[config.mk]
export PLATFORM = sky130hd
export DESIGN_NAME = serial_subtractor_flat
export DESIGN_NICKNAME = d
export VERILOG_FILES = /design/src/rtl/serial_subtractor_if.sv /design/src/rtl/serial_subtractor.sv /design/src/flat_wrapper.sv
export SDC_FILE = /design/constraint.sdc
export NUM_CORES = 1
export LEC_CHECK = 0
export ABC_CLOCK_PERIOD_IN_PS = 1950
export CAP_MARGIN = 20
export CORE_UTILIZATION = 29
export DETAILED_ROUTE_END_ITERATION = 10
export GPL_TIMING_DRIVEN = 0
export PLACE_DENSITY = 0.58
export SYNTH_ARGS = -nofsm -noshare
export SYNTH_HDL_FRONTEND = slang
export SYNTH_SLANG_ARGS = --single-unit
[constraint.sdc]
create_clock -name clk -period 1.95 [get_ports clk]
set_input_delay 0.195 -clock clk [delete_from_list [all_inputs] [get_ports clk]]
set_output_delay 0.195 -clock clk [all_outputs]
set_load 0.01 [all_outputs]
[src/rtl/serial_subtractor_if.sv]
// Command/result bundle for serial_subtractor: start/busy request side plus
// valid/ready result side carrying diff, borrow and overflow.
interface serial_subtractor_if #(
  parameter int unsigned WIDTH = 8
);
  logic             start;
  logic [WIDTH-1:0] a;
  logic [WIDTH-1:0] b;
  logic             busy;
  logic             valid;
  logic             ready;
  logic [WIDTH-1:0] diff;
  logic             borrow;
  logic             overflow;

  modport master (
    output start, a, b, ready,
    input  busy, valid, diff, borrow, overflow
  );

  modport slave (
    input  start, a, b, ready,
    output busy, valid, diff, borrow, overflow
  );
endinterface

[src/rtl/serial_subtractor.sv]
// Bit-serial two's-complement subtractor (diff = a - b), one bit per cycle,
// LSB first, with start/busy command and valid/ready result handshake.
module serial_subtractor #(
  parameter int unsigned WIDTH = 8
) (
  input logic                clk,
  input logic                rst_n,
  serial_subtractor_if.slave bus
);
  localparam int unsigned CW = $clog2(WIDTH) + 1;
  localparam logic [CW-1:0] LAST = CW'(WIDTH - 1);

  typedef enum logic [1:0] {IDLE, SHIFT, DONE} state_t;

  state_t           state, state_n;
  logic [WIDTH-1:0] sa, sa_n, sb, sb_n, diff_q, diff_n;
  logic [CW-1:0]    cnt, cnt_n;
  logic             bin, bin_n;
  logic             a_msb, a_msb_n, b_msb, b_msb_n;
  logic             borrow_q, borrow_n, ovf_q, ovf_n;
  logic             busy_q, busy_n, valid_q, valid_n;
  logic             d_c, bout_c;

  // Full-subtractor cell on the current LSBs.
  assign d_c    = sa[0] ^ sb[0] ^ bin;
  assign bout_c = (~sa[0] & sb[0]) | (~sa[0] & bin) | (sb[0] & bin);

  always_ff @(posedge clk or negedge rst_n) begin
    if (!rst_n) begin
      state    <= IDLE;
      sa       <= '0;
      sb       <= '0;
      diff_q   <= '0;
      cnt      <= '0;
      bin      <= 1'b0;
      a_msb    <= 1'b0;
      b_msb    <= 1'b0;
      borrow_q <= 1'b0;
      ovf_q    <= 1'b0;
      busy_q   <= 1'b0;
      valid_q  <= 1'b0;
    end else begin
      state    <= state_n;
      sa       <= sa_n;
      sb       <= sb_n;
      diff_q   <= diff_n;
      cnt      <= cnt_n;
      bin      <= bin_n;
      a_msb    <= a_msb_n;
      b_msb    <= b_msb_n;
      borrow_q <= borrow_n;
      ovf_q    <= ovf_n;
      busy_q   <= busy_n;
      valid_q  <= valid_n;
    end
  end

  // Next-state and datapath update; busy/valid are registered from the next state.
  always_comb begin
    state_n  = state;
    sa_n     = sa;
    sb_n     = sb;
    diff_n   = diff_q;
    cnt_n    = cnt;
    bin_n    = bin;
    a_msb_n  = a_msb;
    b_msb_n  = b_msb;
    borrow_n = borrow_q;
    ovf_n    = ovf_q;
    busy_n   = busy_q;
    valid_n  = valid_q;

    case (state)
      IDLE: begin
        if (bus.start) begin
          sa_n    = bus.a;
          sb_n    = bus.b;
          a_msb_n = bus.a[WIDTH-1];
          b_msb_n = bus.b[WIDTH-1];
          bin_n   = 1'b0;
          cnt_n   = '0;
          diff_n  = '0;
          busy_n  = 1'b1;
          state_n = SHIFT;
        end
      end
      SHIFT: begin
        diff_n = {d_c, diff_q[WIDTH-1:1]};
        sa_n   = sa >> 1;
        sb_n   = sb >> 1;
        bin_n  = bout_c;
        cnt_n  = cnt + CW'(1);
        if (cnt == LAST) begin
          borrow_n = bout_c;
          ovf_n    = (a_msb != b_msb) && (d_c != a_msb);
          valid_n  = 1'b1;
          state_n  = DONE;
        end
      end
      DONE: begin
        if (bus.ready) begin
          valid_n = 1'b0;
          busy_n  = 1'b0;
          state_n = IDLE;
        end
      end
      default: begin
        valid_n = 1'b0;
        busy_n  = 1'b0;
        state_n = IDLE;
      end
    endcase
  end

  assign bus.busy     = busy_q;
  assign bus.valid    = valid_q;
  assign bus.diff     = diff_q;
  assign bus.borrow   = borrow_q;
  assign bus.overflow = ovf_q;
endmodule

[src/flat_wrapper.sv]
// flat-port wrapper written by rule: the top's interface ports become plain ports
module serial_subtractor_flat 
#(
  parameter int unsigned WIDTH = 8
)
  (clk, rst_n, bus_start, bus_a, bus_b, bus_ready, bus_busy, bus_valid, bus_diff, bus_borrow, bus_overflow);
  serial_subtractor_if #(.WIDTH(WIDTH)) bus_i ();
  input logic clk;
  input logic rst_n;
  input wire logic [$bits(bus_i.start)-1:0] bus_start;
  input wire logic [$bits(bus_i.a)-1:0] bus_a;
  input wire logic [$bits(bus_i.b)-1:0] bus_b;
  input wire logic [$bits(bus_i.ready)-1:0] bus_ready;
  output wire logic [$bits(bus_i.busy)-1:0] bus_busy;
  output wire logic [$bits(bus_i.valid)-1:0] bus_valid;
  output wire logic [$bits(bus_i.diff)-1:0] bus_diff;
  output wire logic [$bits(bus_i.borrow)-1:0] bus_borrow;
  output wire logic [$bits(bus_i.overflow)-1:0] bus_overflow;
  assign bus_i.start = bus_start;
  assign bus_i.a = bus_a;
  assign bus_i.b = bus_b;
  assign bus_i.ready = bus_ready;
  assign bus_busy = bus_i.busy;
  assign bus_valid = bus_i.valid;
  assign bus_diff = bus_i.diff;
  assign bus_borrow = bus_i.borrow;
  assign bus_overflow = bus_i.overflow;
  serial_subtractor #(.WIDTH(WIDTH)) u_core (.clk(clk), .rst_n(rst_n), .bus(bus_i));
endmodule
==> impl_summary.txt <==
----------------------------------------------------
[Routing]
  Wire length reported by the detailed router ... ~3400 um
  First-pass iteration count of the detailed router ... 3
  Average wire per cell in the routed design ... between 10 and 15 um
  Per-cell via count in the routed design ... approximately 4.5
  Remaining routing DRC violations ... 0
  Detailed-route via count ... between 1000 and 1500
  Number of antenna-violating nets in the routed design ... 0
  DRT iter0 DRCs ... slightly below 80

[STA]
  Unrepaired setup endpoints after global routing ... no
  Fin Hold WS ... -0.00228 ns
  Time the final worst path needs with I/O delays and setup ... ~1.5 ns
  Worst max-slew margin expressed relative to the limit ... between 40 and 50%
  Pins over their slew limit ... 0
  Tightest Pin Transition ... between 0.8 and 0.9 ns
  Worst setup skew after layout ... around 0.0033 ns
  Highest achievable clock rate ... between 600 and 700 MHz
  Period utilization ... roughly four fifths
  Final hold vios ... 4
  Number of setup violations in the final report ... 0

[Power]
  Total design power ... 3.37 mW
  Peak supply drop ... approximately 420 uV
  Pwr/cell area ... approximately 1600 mW/mm2
  Leakage power ... ~1 nW

[Worst setup path]
  Total number of cells along the worst setup path ... 5
  Critical Path Slowest Stage Cell ... fa_1
  Critical path capture point type ... flip-flop
  Critical Path Source ... u_core.bin
  Critical path data arrival time ... ~1.7 ns
  Startpoint kind of the worst setup timing path ... flip-flop
  Family with the most delay on the worst path ... adder cells
  Destination of the critical timing path ... u_core.bus.overflow
  Worst-path maximum fanout ... 3
  Register-to-register setup slack ... a little over 0.4 ns
  Worst Reg2Reg Path Length in Cells ... 5
  Slowest stage delay, CP ... 0.59 ns
  Worst Path Buf+Inv ... 1
  Series of cell instances along the critical path ... inv_1, fa_1, nand2b_1, o21ai_0, mux2_2
  Launch point of the worst reg-to-reg path ... u_core.bin
  Crit path required time ... ~2.1 ns
  Critical path start-end classification ... reg -> reg
  Worst flop-to-flop path endpoint ... u_core.bus.overflow

[Die]
  Core Area ... between 0.005 and 0.006 mm2
  DIE AREA ... around 0.006 mm2
  Die W ... 77.4 um
  Starting density of the core ... around 30%
  Floorplan row count ... 27
  Chip height ... 77.4 um
  Ports ... 32

[Logic synthesis]
  Part of the Yosys area used for sequential elements ... 56.1%
  Post-synthesis net count ... around 180
  Number of library cell types mapped by synthesis ... 31
  Number of enable flip-flop cells after synthesis ... 0
  Syn_area_per_cell ... about 10 um2
  Cell Area, Synth ... between 0.0015 and 0.002 mm2
  Async S/R FF share, synth ... 100%
  Total of flip-flops plus latches after synthesis ... 37
  Number of instances in the synthesized netlist ... around 160
  Number of synthesis warnings ... 0
  Post-synth top flop ... dfrtp_1

[Place]
  Placed wire-length estimate ... 2320 um
  Port Buf Inserts ... 31
  Routability-driven placement congestion ratio ... approximately 0.7

[Clock network]
  Number of H-tree levels ... 2
  Post-cts hold buffer count ... 0
  Clk Tree Root Cell ... clkbuf_8
  Post CTS Setup Buffer Count ... 0
  Num CTS Buffers ... 5
  CTS clock-pin slew for the worst setup and hold paths ... approximately 0.07 ns
  Maximum buffer depth of the clock tree ... 2
  CTS tree ... done
  Total of cells resized after clock tree synthesis ... 0
  Insertion delay to the later sink of the worst-skew pair ... 0.29 ns
  Num Clock Sinks ... 37

[Cells and area]
  Final-stage net count ... roughly 220
  Diode insertion count for antenna repair ... 0
  Layout area overhead ... 31.0%
  Layout cell share with drive strength beyond 1 ... around 15%

[Global routing]
  Layer with the highest usage after global routing ... met2
  GRT Overall Usage ... around 13%
  Global-route track usage on met3 ... 4.35%
  Wire length of the first global-routing pass ... slightly below 6000 um
  GRT met2 Usage ... slightly below 20%
  Pin count of the biggest net entering global routing ... 38
  Initial antenna violation count ... 0
  Met1 Use GR ... 17.1%
  Global route overflow ... 0
  Via count of the first global-routing pass ... 1226

[Status]
  Violations in the final reports ... hold timing
  Status ... finished with violations

[Run]
  MaxCap Viol Count ... 0

[Worst hold path]
  Worst min path class ... in -> async

----------------------------------------------------
## sequential cells by signal, summed over array words and instances (netlist names)
name	flops
u_core.bus.diff	8
u_core.sa	8
u_core.sb	8
u_core.cnt	4
u_core.state	2
u_core.a_msb	1
u_core.b_msb	1
u_core.bin	1
u_core.bus.borrow	1
u_core.bus.busy	1
u_core.bus.overflow	1
u_core.bus.valid	1
## per-stage QoR
| step | util [%] | setup slack [ns] | TNS (ns) | instances | area [um2] |
|---|---|---|---|---|---|
| floorplan | - | 0.503 | 0 | 159 | 1650 |
| global placement | 37.2 | -0.250 | -9.20 | 262 | 2050 |
| detailed placement | 37.1 | 0.235 | 0 | 262 | 2040 |
| CTS | 39.2 | 0.392 | 0 | 270 | 2160 |
| global route | 39.2 | 0.283 | 0 | 270 | 2160 |
| finish | 39.2 | 0.411 | 0 | 270 | 2160 |
## cells in the mapped netlist (2+ instances only)
cell type	n	area, um2
buf_6	2	22.5
dfrtp_1	37	926
o22ai_2	6	75.1
o22ai_1	3	18.8
buf_2	6	30.0
mux2i_1	2	20.0
o21ai_0	6	30.0
nor2_1	17	63.8
a21o_1	2	15.0
nand2_1	38	143
inv_1	5	18.8
a22oi_1	6	45.0
nand3_1	10	50.1
a22o_1	2	17.5
## worst register-to-register path, cell delays in order, from the launching register on
cell	delay [ns]
dfrtp_1	0.35
inv_1	0.06
fa_1	0.59
nand2b_1	0.11
o21ai_0	0.06
mux2_2	0.26
## cell usage in the layout, fill, tap and decap left out, types with 2 or more instances in the layout
cell type	synthesis	routed
nand3_1	10	10
mux2i_1	2	2
a21o_1	2	2
a22oi_1	6	6
dfrtp_1	37	37
clkdlybuf4s50_1	0	30
clkbuf_8	0	6
buf_2	6	7
o22ai_2	6	6
o22ai_1	3	3
nand2_1	38	38
inv_1	5	5
a22o_1	2	2
buf_6	2	2
o21ai_0	6	6
nor2_1	17	17
## report_power, final
part	switching, mW	total, mW	leakage (nW)	internal (mW)
logic	0.683	1.37	0.473	0.686
clock network	0.272	0.689	0.0585	0.417
registers	0.210	1.31	0.457	1.10
total	1.17	3.37	0.988	2.21
## layout make-up
| type | instances | area (um2) |
|---|---|---|
| plain buffers | 9 | 60.1 |
| clock buffers | 7 | 86.3 |
| clock inverters | 1 | 30.0 |
| fillers | 547 | 3350 |
| inverters | 5 | 18.8 |
| multi-input cells | 108 | 644 |
| flip-flops and latches | 37 | 926 |
| well taps | 72 | 90.1 |
| repair buffers | 31 | 305 |
## metal layers
layer	share of wire [%]	routed length (um)
met5	0	0
met2	46	1530
met1	49	1640
met4	1.8	61
met3	3.8	128
## cells by family (layout without fill, tap and decap cells)
group | Yosys count | after routing | synth area share (%)
AOI/OAI and AO/OA | 29 | 29 | 14.3
buffers and inverters | 14 | 53 | 4.78
muxes | 3 | 3 | 1.90
and+or+nand+nor | 74 | 74 | 20.9
adders and majority gates | 2 | 2 | 1.97
DFF | 37 | 37 | 56.1
## how the worst min path moves through the flow
| stage | slack (ns) | startpoint | endpoint |
|---|---|---|---|
| final | -0.002 | rst_n | u_core.bus.valid |
| after global routing | 0.06 | rst_n | u_core.bus.borrow |
| after CTS | 0.03 | rst_n | u_core.bus.valid |
| after detailed placement | 0.34 | rst_n | u_core.bus.valid |
| after global placement | 0.46 | u_core.sb[1] | u_core.sb[1] |
| after floorplan | -0.10 | rst_n | u_core.a_msb |
No activity file was read; power rests on OpenSTA's default activity.
